===== config.mk =====
export PLATFORM = sky130hd
export DESIGN_NAME = sobel_stream_sink_flat
export DESIGN_NICKNAME = d
export VERILOG_FILES = /design/src/rtl/sobel_stream_sink_if.sv /design/src/rtl/sobel_stream_sink.sv /design/src/flat_wrapper.sv
export SDC_FILE = /design/constraint.sdc
export NUM_CORES = 1
export LEC_CHECK = 0
export ABC_AREA = 1
export CAP_MARGIN = 20
export CELL_PAD_IN_SITES_DETAIL_PLACEMENT = 0
export CELL_PAD_IN_SITES_GLOBAL_PLACEMENT = 1
export CORE_ASPECT_RATIO = 1.1
export CORE_MARGIN = 3
export CORE_UTILIZATION = 35
export CTS_CLUSTER_DIAMETER = 60
export DETAILED_ROUTE_END_ITERATION = 6
export PLACE_DENSITY_LB_ADDON = 0.2
export SYNTH_ARGS = -nofsm -noshare
export SYNTH_HDL_FRONTEND = slang
export SYNTH_SLANG_ARGS = --single-unit

===== constraint.sdc =====
create_clock -name Clk -period 2.2 [get_ports Clk]
set_input_delay 0.44 -clock Clk [delete_from_list [all_inputs] [get_ports Clk]]
set_output_delay 0.44 -clock Clk [all_outputs]
set_load 0.05 [all_outputs]

===== src/rtl/sobel_stream_sink_if.sv =====
// Stream, host-readout and status signals of the Sobel output sink, bundled for port use.
// master = IP/host side driving the sink, slave = the sink itself.
interface sobel_stream_sink_if #(
    parameter int unsigned DATA_W = 8,
    parameter int unsigned CNT_W  = 20
);
    logic              Valid_in;
    logic [DATA_W-1:0] Data_in;
    logic              Last_in;
    logic              Ready_out;
    logic              Stall_in;
    logic              Rd_en;
    logic [DATA_W-1:0] Rd_data;
    logic              Rd_valid;
    logic              Frame_done;
    logic [15:0]       Frame_cnt;
    logic [CNT_W-1:0]  Pixel_cnt;
    logic              Err_early_last;
    logic              Err_missing_last;
    logic              Clr_err;

    modport master (
        output Valid_in, Data_in, Last_in, Stall_in, Rd_en, Clr_err,
        input  Ready_out, Rd_data, Rd_valid, Frame_done, Frame_cnt, Pixel_cnt,
               Err_early_last, Err_missing_last
    );

    modport slave (
        input  Valid_in, Data_in, Last_in, Stall_in, Rd_en, Clr_err,
        output Ready_out, Rd_data, Rd_valid, Frame_done, Frame_cnt, Pixel_cnt,
               Err_early_last, Err_missing_last
    );
endinterface


===== src/rtl/sobel_stream_sink.sv =====
// Sobel output stream sink: show-ahead FIFO for host readout with backpressure,
// frame-length checking against Last_in and a frame counter.
module sobel_stream_sink #(
    parameter int unsigned DATA_W     = 8,
    parameter int unsigned IMG_W      = 512,
    parameter int unsigned IMG_H      = 512,
    parameter int unsigned FIFO_DEPTH = 16,
    parameter int unsigned CNT_W      = 20
) (
    input  logic              Clk,
    input  logic              rst,
    sobel_stream_sink_if.slave s
);
    localparam int unsigned N  = IMG_W * IMG_H;
    localparam int unsigned AW = (FIFO_DEPTH > 1) ? $clog2(FIFO_DEPTH) : 1;
    localparam logic [CNT_W-1:0] LAST_IDX  = CNT_W'(N - 1);
    localparam logic [AW:0]      FULL_CNT  = (AW + 1)'(FIFO_DEPTH);

    typedef enum logic {IDLE, RECV} state_t;

    logic [DATA_W-1:0] mem [FIFO_DEPTH];
    logic [AW-1:0]     wr_ptr, rd_ptr;
    logic [AW:0]       count, count_next;
    logic              full_q;
    logic              ready, accept, pop;

    state_t            state, state_next;
    logic [CNT_W-1:0]  pix_cnt, pix_next;
    logic              last_beat, close, early, missing;
    logic              frame_done_q;
    logic [15:0]       frame_cnt_q;
    logic              err_early_q, err_missing_q;

    assign ready  = !rst && !full_q && !s.Stall_in;
    assign accept = s.Valid_in && ready;
    assign pop    = s.Rd_en && (count != '0);

    always_comb begin
        count_next = count;
        if (accept && !pop)
            count_next = count + 1'b1;
        else if (!accept && pop)
            count_next = count - 1'b1;
    end

    // Storage carries no reset; visibility is governed by count alone.
    always_ff @(posedge Clk) begin
        if (accept)
            mem[wr_ptr] <= s.Data_in;
    end

    always_ff @(posedge Clk) begin
        if (rst) begin
            wr_ptr <= '0;
            rd_ptr <= '0;
            count  <= '0;
            full_q <= 1'b0;
        end else begin
            if (accept)
                wr_ptr <= wr_ptr + 1'b1;
            if (pop)
                rd_ptr <= rd_ptr + 1'b1;
            count  <= count_next;
            full_q <= (count_next == FULL_CNT);
        end
    end

    assign last_beat = (pix_cnt == LAST_IDX);
    assign close     = accept && (s.Last_in || last_beat);
    assign early     = accept && s.Last_in && !last_beat;
    assign missing   = accept && last_beat && !s.Last_in;

    always_comb begin
        state_next = state;
        pix_next   = pix_cnt;
        unique case (state)
            IDLE: begin
                if (accept) begin
                    if (close) begin
                        state_next = IDLE;
                        pix_next   = '0;
                    end else begin
                        state_next = RECV;
                        pix_next   = pix_cnt + 1'b1;
                    end
                end
            end
            RECV: begin
                if (accept) begin
                    if (close) begin
                        state_next = IDLE;
                        pix_next   = '0;
                    end else begin
                        pix_next   = pix_cnt + 1'b1;
                    end
                end
            end
            default: begin
                state_next = IDLE;
                pix_next   = '0;
            end
        endcase
    end

    always_ff @(posedge Clk) begin
        if (rst) begin
            state         <= IDLE;
            pix_cnt       <= '0;
            frame_done_q  <= 1'b0;
            frame_cnt_q   <= '0;
            err_early_q   <= 1'b0;
            err_missing_q <= 1'b0;
        end else begin
            state        <= state_next;
            pix_cnt      <= pix_next;
            frame_done_q <= close;
            if (close)
                frame_cnt_q <= frame_cnt_q + 16'd1;
            // A new error outranks a simultaneous clear.
            err_early_q   <= early   || (err_early_q   && !s.Clr_err);
            err_missing_q <= missing || (err_missing_q && !s.Clr_err);
        end
    end

    assign s.Ready_out        = ready;
    assign s.Rd_valid         = (count != '0);
    assign s.Rd_data          = (count != '0) ? mem[rd_ptr] : '0;
    assign s.Frame_done       = frame_done_q;
    assign s.Frame_cnt        = frame_cnt_q;
    assign s.Pixel_cnt        = pix_cnt;
    assign s.Err_early_last   = err_early_q;
    assign s.Err_missing_last = err_missing_q;
endmodule

===== src/flat_wrapper.sv =====
// flat-port wrapper written by rule: the top's interface ports become plain ports
module sobel_stream_sink_flat 
#(
    parameter int unsigned DATA_W     = 8,
    parameter int unsigned IMG_W      = 512,
    parameter int unsigned IMG_H      = 512,
    parameter int unsigned FIFO_DEPTH = 16,
    parameter int unsigned CNT_W      = 20
)
  (Clk, rst, s_Valid_in, s_Data_in, s_Last_in, s_Stall_in, s_Rd_en, s_Clr_err, s_Ready_out, s_Rd_data, s_Rd_valid, s_Frame_done, s_Frame_cnt, s_Pixel_cnt, s_Err_early_last, s_Err_missing_last);
  sobel_stream_sink_if #(.DATA_W(DATA_W), .CNT_W(CNT_W)) s_i ();
  input  logic Clk;
  input  logic rst;
  input wire logic [$bits(s_i.Valid_in)-1:0] s_Valid_in;
  input wire logic [$bits(s_i.Data_in)-1:0] s_Data_in;
  input wire logic [$bits(s_i.Last_in)-1:0] s_Last_in;
  input wire logic [$bits(s_i.Stall_in)-1:0] s_Stall_in;
  input wire logic [$bits(s_i.Rd_en)-1:0] s_Rd_en;
  input wire logic [$bits(s_i.Clr_err)-1:0] s_Clr_err;
  output wire logic [$bits(s_i.Ready_out)-1:0] s_Ready_out;
  output wire logic [$bits(s_i.Rd_data)-1:0] s_Rd_data;
  output wire logic [$bits(s_i.Rd_valid)-1:0] s_Rd_valid;
  output wire logic [$bits(s_i.Frame_done)-1:0] s_Frame_done;
  output wire logic [$bits(s_i.Frame_cnt)-1:0] s_Frame_cnt;
  output wire logic [$bits(s_i.Pixel_cnt)-1:0] s_Pixel_cnt;
  output wire logic [$bits(s_i.Err_early_last)-1:0] s_Err_early_last;
  output wire logic [$bits(s_i.Err_missing_last)-1:0] s_Err_missing_last;
  assign s_i.Valid_in = s_Valid_in;
  assign s_i.Data_in = s_Data_in;
  assign s_i.Last_in = s_Last_in;
  assign s_i.Stall_in = s_Stall_in;
  assign s_i.Rd_en = s_Rd_en;
  assign s_i.Clr_err = s_Clr_err;
  assign s_Ready_out = s_i.Ready_out;
  assign s_Rd_data = s_i.Rd_data;
  assign s_Rd_valid = s_i.Rd_valid;
  assign s_Frame_done = s_i.Frame_done;
  assign s_Frame_cnt = s_i.Frame_cnt;
  assign s_Pixel_cnt = s_i.Pixel_cnt;
  assign s_Err_early_last = s_i.Err_early_last;
  assign s_Err_missing_last = s_i.Err_missing_last;
  sobel_stream_sink #(.DATA_W(DATA_W), .IMG_W(IMG_W), .IMG_H(IMG_H), .FIFO_DEPTH(FIFO_DEPTH), .CNT_W(CNT_W)) u_core (.Clk(Clk), .rst(rst), .s(s_i));
endmodule

=== After elaboration in Yosys (flattened, before gate mapping) ===
Memories as Yosys holds them, arrays and structs flattened. A register that Yosys moved wholly into a read port is not among the register bits.
Index checks and enable logic that the tools add are counted.
W data, S select, Z words.

* Add/subtract/negate cells: 6
* Eq/ne operators: 2
* Multiplexer cells: 9
* Reductions and logical operators: 25

{| class="wikitable"
|+ Operators with widths
! kind !! count
|-
| $mux W20 || 2
|-
| $add A20 B1 Y20 const B || 1
|-
| $eq A20 B18 Y1 const B || 1
|-
| $add A16 B1 Y16 const B || 1
|-
| $logic_and A1 B1 Y1 || 13
|-
| $mux W5 || 2
|-
| $add A4 B1 Y4 const B || 2
|-
| $logic_not A1 Y1 || 8
|-
| $mux W4 || 2
|-
| $mux W8 || 1
|-
| $add A5 B1 Y5 const B || 1
|-
| $eq A5 B5 Y1 const B || 1
|-
| $reduce_bool A5 Y1 || 1
|-
| $sub A5 B1 Y5 const B || 1
|-
| $logic_or A1 B1 Y1 || 3
|-
| $mux W1 || 2
|}

* Flip-flop bits (word level): 53
* RAM bits: 128
* Bits of input ports: 15
* Output and inout bits: 49
* Logic and storage cells: 52
* Memories kept: 1

{| class="wikitable"
|+ Memories
! memory !! depth !! width !! rd ports !! clocked after Yosys merged registers in !! write ports !! line !! source
|-
| u_core.mem || 16 || 8 || 1 || 1 || 1 || sobel_stream_sink.sv:21 || <nowiki>logic [DATA_W-1:0] mem [FIFO_DEPTH];</nowiki>
|}

=== Longest topological paths before layout ===
Gate-level depths: netlist (run 1).

* Depth in word-level cells: 9
* Gate-level depth with buffers: 11
* Depth with buffers taken out: 11

=== Least setup slack after synthesis (run 1) ===
Ideal clock, no wire load.

* Kind: flip-flop to output port
* From: register u_core.count[0]
* To: output s_Rd_data[0]
* Arrival time: 2,187 ps
* Required time: 1,760 ps
* Slack: -427 ps
* Stages on the path, launching flop included: 6
* Buffers on the path: 0
* Path through: dfxtp_1 > inv_1 > ha_1 > nand3_1 > inv_1 > a21oi_1

* Longest elaborated chain between the ends: 2

{| class="wikitable"
|+ Ends and longest elaborated chain
! element !! line !! source
|-
| start: declaration || sobel_stream_sink.sv:23 || <nowiki>logic [AW:0] count, count_next;</nowiki>
|-
| start signal: assignment || sobel_stream_sink.sv:63 || <nowiki>count <= count_next;</nowiki>
|-
| $reduce_bool A5 Y1 || -- ||
|-
| named net s_Rd_valid || flat_wrapper.sv:22 || <nowiki>output wire logic [$bits(s_i.Rd_valid)-1:0] s_Rd_valid;</nowiki>
|-
| $mux W8 || sobel_stream_sink.sv:127 || <nowiki>assign s.Rd_data = (count != '0) ? mem[rd_ptr] : '0;</nowiki>
|-
| end: declaration || flat_wrapper.sv:21 || <nowiki>output wire logic [$bits(s_i.Rd_data)-1:0] s_Rd_data;</nowiki>
|}

The timed path passes the listed nets, and every way through them passes these cells.

==> results of run 1 <==
-- what timing repair did --
| action | in CTS | in global routing |
|---|---|---|
| pin swaps | 20 | 44 |
| resized for setup | 66 | 89 |
| setup endpoints to repair | 10 | 15 |
| setup buffers | 8 | 4 |
| cloned | 7 | 4 |
-- worst max-delay path, delay by kind of cell (launching register included) --
kind / cells / cell delay (ns)
AO/OA/AOI/OAI: 3 / 0.51
AND/OR/NAND/NOR: 1 / 0.08
buffers and inverters: 4 / 0.56
flip-flops: 1 / 0.45
-- cells in the mapped netlist, drive strengths merged (9+ instances only) --
master / n / area share [%]
nand2: 235 / 11
edfxtp: 128 / 48
nor2: 116 / 5.6
a21oi: 66 / 4.1
nand3: 66 / 4.4
dfxtp: 57 / 14
inv: 54 / 2.5
o21ai: 32 / 2.0
clkbuf: 17 / 0.79
o31ai: 16 / 1.5
buf: 14 / 1.1
nor3: 14 / 0.93
ha: 9 / 1.4
-- power breakdown --
part	total [mW]	switching, mW	internal [mW]
Combinational	4.30	2.43	1.87
Clock	2.77	1.33	1.44
Sequential	3.90	0.105	3.79
Total	11.0	3.87	7.10
-- path summary, 6_finish.rpt --
check | from | to | slack (ns) | depth (start not counted)
worst min-delay path | u_core.s.Err_early_last | u_core.s.Err_early_last | 0.47 | 2
worst min register to register | u_core.s.Err_early_last | u_core.s.Err_early_last | 0.47 | 2
worst max register to register | u_core.count[0] | u_core.full_q | 0.43 | 11
worst max-delay path | flip-flop | s_Rd_data[1] | -0.27 | 8
-- sequential cells by signal, summed over array words and instances (netlist names), named ones only --
name and cells:
u_core.s.Frame_cnt 16, u_core.s.Pixel_cnt 20, u_core.count 5, u_core.mem 128, u_core.full_q 1, u_core.rd_ptr 4
u_core.wr_ptr 4, u_core.s.Err_early_last 1, u_core.s.Err_missing_last 1, u_core.s.Frame_done 1
-- layout make-up --
class                           instances  area, sq um  share of cell area [%]
Multi-Input combinational cell        583         3340                    30.3
Inverter                               54          220                    1.99
Tap cell                              295          369                    3.34
Clock inverter                         14         97.6                   0.884
Timing Repair Buffer                  134         1600                    14.5
Clock buffer                           17          425                    3.85
Sequential cell                       185         4990                    45.2
-- routing by layer --
| metal | up-vias | GRT usage (%) | wire, microns |
|---|---|---|---|
| li1 | 3134 | - | - |
| met1 | 2903 | 22.8 | 9470 |
| met2 | 128 | 31.5 | 11300 |
| met3 | 16 | 3.71 | 1030 |
| met4 | 0 | 5.11 | 280 |
| met5 | - | 0 | 0 |
-- kinds of logic (layout without fill, tap and decap cells) --
family,after synthesis,after routing
buf+inv,85,219
fa+ha+maj,9,9
simple gates,444,444
compound gates,116,116
xor+xnor,14,14
flops,185,185
-- metrics by stage --
stage | setup TNS, ns | cell area [sq um]
floorplan | 0 | 8160
global placement | 0 | 9580
detailed placement | 0 | 9580
CTS | -2.18 | 10600
global route | -2.59 | 11000
finish | -1.96 | 11000
==> reports/qor.yml, run 1 <==
outcome:
  outcome: "finished, violations left"
  violations: "negative setup slack"
critical_path:
  slowest_stage: "dfxtp_4"
  critPathArrivalTime_ns: 2.03
  path_class: "flip-flop to primary output"
  cp-end-kind: "primary output"
  critPathMaxStageDelay_ns: 0.45
  critical_path_peak_fanout: 6
  cp_cell_sequence: "clkinv_8 -> buf_12 -> buf_16 -> nand2_1 -> a21oi_2 -> o31ai_4 -> a21oi_4 -> buf_12"
  cp-start-kind: "flip-flop"
  crit_top_cell: "buf_12"
  worst_ep_required_time_ns: 1.76
sta:
  min_period_over_period_pct: 112
  worstMarginPinSlew_ns: 0.543
  drv_slew: 0
  finalSetupViolations: 8
  fin_ws_ns: -0.266
  relSlewSlack_pct: 63.7
  max_freq_mhz: 405
  period_minus_slack_ns: 2.47
  rsz0062_at_grt: "true"
  hold_viol: 0
  whs_ns: 0.470
  finClkSkew_ns: 0.0118
logic_synthesis:
  synthesis.nets: 877
  syn-mean-instance-area_sq_um: 9.45
  synthSimpleGateAreaFrac_pct: 23.1
  synth-async-reset-ratio_pct: 0
  synth_cell_types: 32
  synth_xor_xnor_area_share_pct: 1.52
  synthAdderAreaFrac_pct: 1.40
  yosys-mux-area-fraction_pct: 0
  netlist_area_sq_mm: 0.00806
  synth_cells: 853
  synth-seq-cells: 185
  synth_top_family_by_area: "simple AND/OR/NAND/NOR gates"
  synth_compound_area_share_pct: 7.76
  synth_warnings: 0
  synth_top_flop_cell: "edfxtp_1"
  synth-seq-area-share_pct: 61.8
  synth_enable_flop_cells: 128
detailed_routing:
  vias: 6181
  ant_nets: 0
  initialDrtViolationCount: 281
  via_per_inst: 4.82
  avgRoutedWirePerCell_microns: 17.2
  drt-total-wl_mm: 22.1
  firstDrtPassIters: 5
  drc: 0
place:
  gp_congestion: 0.783
  dp.cells: 1235
  place_ws_ns: 0.0322
  hpwl_mm: 14.2
  io_buffers: 63
floorplan:
  row_count: 57
  core-area_sq_mm: 0.0224
  fp.dieH_microns: 165
  initial_utilization_pct: 36.0
  ioPinCount: 64
  die_x_microns: 151
  die_area_sq_mm: 0.0249
cts:
  cts_root_buf: "clkbuf_16"
  htreeDepth: 4
  hold_buffers: 0
  cts_sinks: 185
  cts_made_buffers: 17
  clockBufferDepth: 2
  path_clk_slew_ns: 0.06
  clock_latency_ns: 0.43
  cts_tree: "built"
cells_and_area:
  n_antenna_cell: 0
  fillerInstances: 2114
  final_cell_mix: "216 x nand2_1, 128 x edfxtp_1, 100 x nor2_1"
  drive_above_1_share_pct: 22.4
  layout_commonest_cell: "nand2_1"
  fin_util_pct: 49.3
  layoutNonFillerInstCount: 1282
  area_delta_synth_final_pct: 36.9
  final_nets: 999
grt:
  track_usage_pct: 18.1
  antenna_found_initial: 0
  first_global_vias: 6202
  grt_start_max_net_pins: 35
  grt_pass1_wl_mm: 34.3
  global_route.overflow_total: 0
power:
  ir_drop_mv: 0.498
  power_mw: 11.0
  p_leak_nw: 4.08
  power_density_mw_per_mm2: 993
min_path:
  hold_class: "flip-flop to flip-flop"
run:
  max-cap-violations: 0
No activity file was read; power rests on OpenSTA's default activity.
==> run 2, diff against run 1 <==
- CORE_UTILIZATION: 35 -> 41
- clock period: 2.2 -> 2.17 ns (I/O delays scaled with it)
==> run 2 against run 1 <==
Compared with the run above:
- the run still ends with negative setup slack left
- die area is 14% lower
- cell area is 3.7% lower
- register-to-register slack worse by 0.03 ns
- sequential share of layout area is 1.7 points higher
- core utilization is 6.0 points higher
- critical path depth is 1 higher
- count of clock-buffer cells in the layout is 2 higher
- wire length is 3.5% lower
- combinational power is 6.3% lower
- non-clock buffer count is 15 lower
- critical path type unchanged
- largest cell class unchanged
- largest power group unchanged
==> reports/qor.yml, run 2 (synthesis results as in run 1) <==
outcome:
  outcome: "finished, violations left"  # unchanged
  violations: "negative setup slack"  # unchanged
critical_path:
  cp-start-kind: "flip-flop"  # unchanged
  critPathArrivalTime_ns: 2.07  # was 2.03 ns
  slowest_stage: "dfxtp_4"  # unchanged
  path_class: "flip-flop to primary output"  # unchanged
  cp_cell_sequence: "clkinv_8 -> buf_12 -> nand2_1 -> nand3_1 -> nand2_1 -> a21oi_2 -> o31ai_4 -> a21oi_4 -> buf_12"  # was clkinv_8 -> buf_12 -> buf_16 -> nand2_1 -> a21oi_2 -> o31ai_4 -> a21oi_4 -> buf_12
  worst_ep_required_time_ns: 1.74  # was 1.76 ns
  critical_path_peak_fanout: 9  # was 6
  critPathMaxStageDelay_ns: 0.41  # was 0.45 ns
  cp-end-kind: "primary output"  # unchanged
cells_and_area:
  largest-register: "u_core.mem"  # unchanged
  regArea_sq_mm: 0.00499  # unchanged
  layout_commonest_cell: "nand2_1"  # unchanged
  n_antenna_cell: 0  # unchanged
  area_delta_synth_final_pct: 31.9  # was 36.9%
  drive_above_1_share_pct: 18.8  # was 22.4%
  layoutNonFillerInstCount: 1220  # was 1282
  largest_reg_flops: 128  # unchanged
  final_cell_area_sq_mm: 0.0106  # was 0.0110 sq mm
  final_cell_mix: "220 x nand2_1, 128 x edfxtp_1, 111 x nor2_1"  # was 216 x nand2_1, 128 x edfxtp_1, 100 x nor2_1
  multi_input_comb_area_sq_mm: 0.00315  # was 0.00334 sq mm
  fillerInstances: 1709  # was 2114
  final_nets: 984  # was 999
sta:
  whs_ns: 0.471  # was 0.470 ns
  fin_ws_ns: -0.330  # was -0.266 ns
  min_period_over_period_pct: 115
  rsz0062_at_grt: "true"  # unchanged
  max_freq_mhz: 400
  period_minus_slack_ns: 2.50
  hold_viol: 0  # unchanged
  finalSetupViolations: 8  # unchanged
  drv_slew: 0  # unchanged
  relSlewSlack_pct: 47.4  # was 63.7%
  finClkSkew_ns: 0.0118  # about the same
  worstMarginPinSlew_ns: 0.786  # was 0.543 ns
floorplan:
  ioPinCount: 64  # unchanged
  core-area_sq_mm: 0.0192  # was 0.0224 sq mm
  row_count: 53  # was 57
  fp.dieH_microns: 153  # was 165 microns
  initial_utilization_pct: 41.9  # was 36.0%
  die_area_sq_mm: 0.0214  # was 0.0249 sq mm
  die_x_microns: 140  # was 151 microns
place:
  gp_congestion: 0.884  # was 0.783
  placed_cell_area_sq_mm: 0.00946  # was 0.00958 sq mm
  dp.cells: 1179  # was 1235
  place_ws_ns: 0.00835  # was 0.0322 ns
  io_buffers: 63  # unchanged
  hpwl_mm: 13.9  # was 14.2 mm
grt:
  first_global_vias: 6077  # was 6202
  global_route.overflow_total: 0  # unchanged
  grt_start_max_net_pins: 30  # was 35
  antenna_found_initial: 0  # unchanged
  grt_pass1_wl_mm: 33.0  # was 34.3 mm
  track_usage_pct: 19.8  # was 18.1%
cts:
  cts_tree: "built"  # unchanged
  clockBufferDepth: 2  # unchanged
  htreeDepth: 4  # unchanged
  path_clk_slew_ns: 0.07  # was 0.06 ns
  cts_root_buf: "clkbuf_16"  # unchanged
  clock_latency_ns: 0.43  # about the same
  cts_made_buffers: 17  # unchanged
  cts_sinks: 185  # unchanged
min_path:
  hold_class: "flip-flop to flip-flop"  # unchanged
power:
  p_leak_nw: 4.02  # was 4.08 nW
  ir_drop_mv: 0.816  # was 0.498 mV
  power_mw: 11.0  # about the same
  power_density_mw_per_mm2: 1040  # was 993 mW/mm^2
detailed_routing:
  drc: 0  # unchanged
  via_per_inst: 5.12  # was 4.82
  initialDrtViolationCount: 482  # was 281
  avgRoutedWirePerCell_microns: 17.5  # was 17.2 microns
  vias: 6243  # was 6181
  firstDrtPassIters: 5  # unchanged
  ant_nets: 0  # unchanged
  drt-total-wl_mm: 21.3  # was 22.1 mm
run:
  max-cap-violations: 0  # unchanged
## run 2: per-layer routing
layer  GRT usage (%)  vias to the layer above  wire, microns  part of all wire [%]
met3            3.63                       41            883                   4.1
met1            25.1                     2941           9180                    43
met2            33.6                      159          10600                    50
li1                -                     3102              -                     -
met5               0                        -              0                     0
met4            7.66                        0            671                   3.1
## run 2: repair_timing
item,in CTS,in global routing
pin swaps,9,28
hold buffers,0,0
buffers inserted,3,2
gates resized for setup,49,59
setup endpoints to repair,11,18
cloned,4,3
## run 2: per-stage QoR
stage / setup TNS (ns) / utilization, %
floorplan: 0 / -
global placement: 0 / 49.2
detailed placement: 0 / 49.2
CTS: -2.15 / 53.9
global route: -2.62 / 55.3
finish: -2.07 / 55.3
## run 2: worst max-delay path: cells and delay by family (launching register included)
kind	cells	cell delay, ns
flip-flops	1	0.41
AO/OA/AOI/OAI	3	0.57
AND/OR/NAND/NOR	3	0.24
buffers and inverters	3	0.41
## run 2: area by class of cell
cell class                 count  share of cell area, %
multi-input combinational    583                   29.7
timing repair buffer         119                   12.9
clock inverter                13                   1.45
inverter                      54                   2.08
tap                          247                   2.91
clock buffer                  19                   4.07
sequential                   185                   46.9
## run 2: power breakdown
group | internal, mW | total (mW) | switching [mW]
Sequential | 3.85 | 3.93 | 0.0870
Combinational | 1.67 | 4.03 | 2.36
Clock | 1.80 | 3.08 | 1.28
## run 2: path summary, 6_finish.rpt
check | startpoint | end | slack (ns) | cells after the start
max | flip-flop | s_Rd_data[5] | -0.33 | 9
min | u_core.s.Err_early_last | u_core.s.Err_early_last | 0.47 | 2
max reg2reg | u_core.s.Pixel_cnt[1] | u_core.s.Pixel_cnt[18] | 0.40 | 8
min reg2reg | u_core.s.Err_early_last | u_core.s.Err_early_last | 0.47 | 2
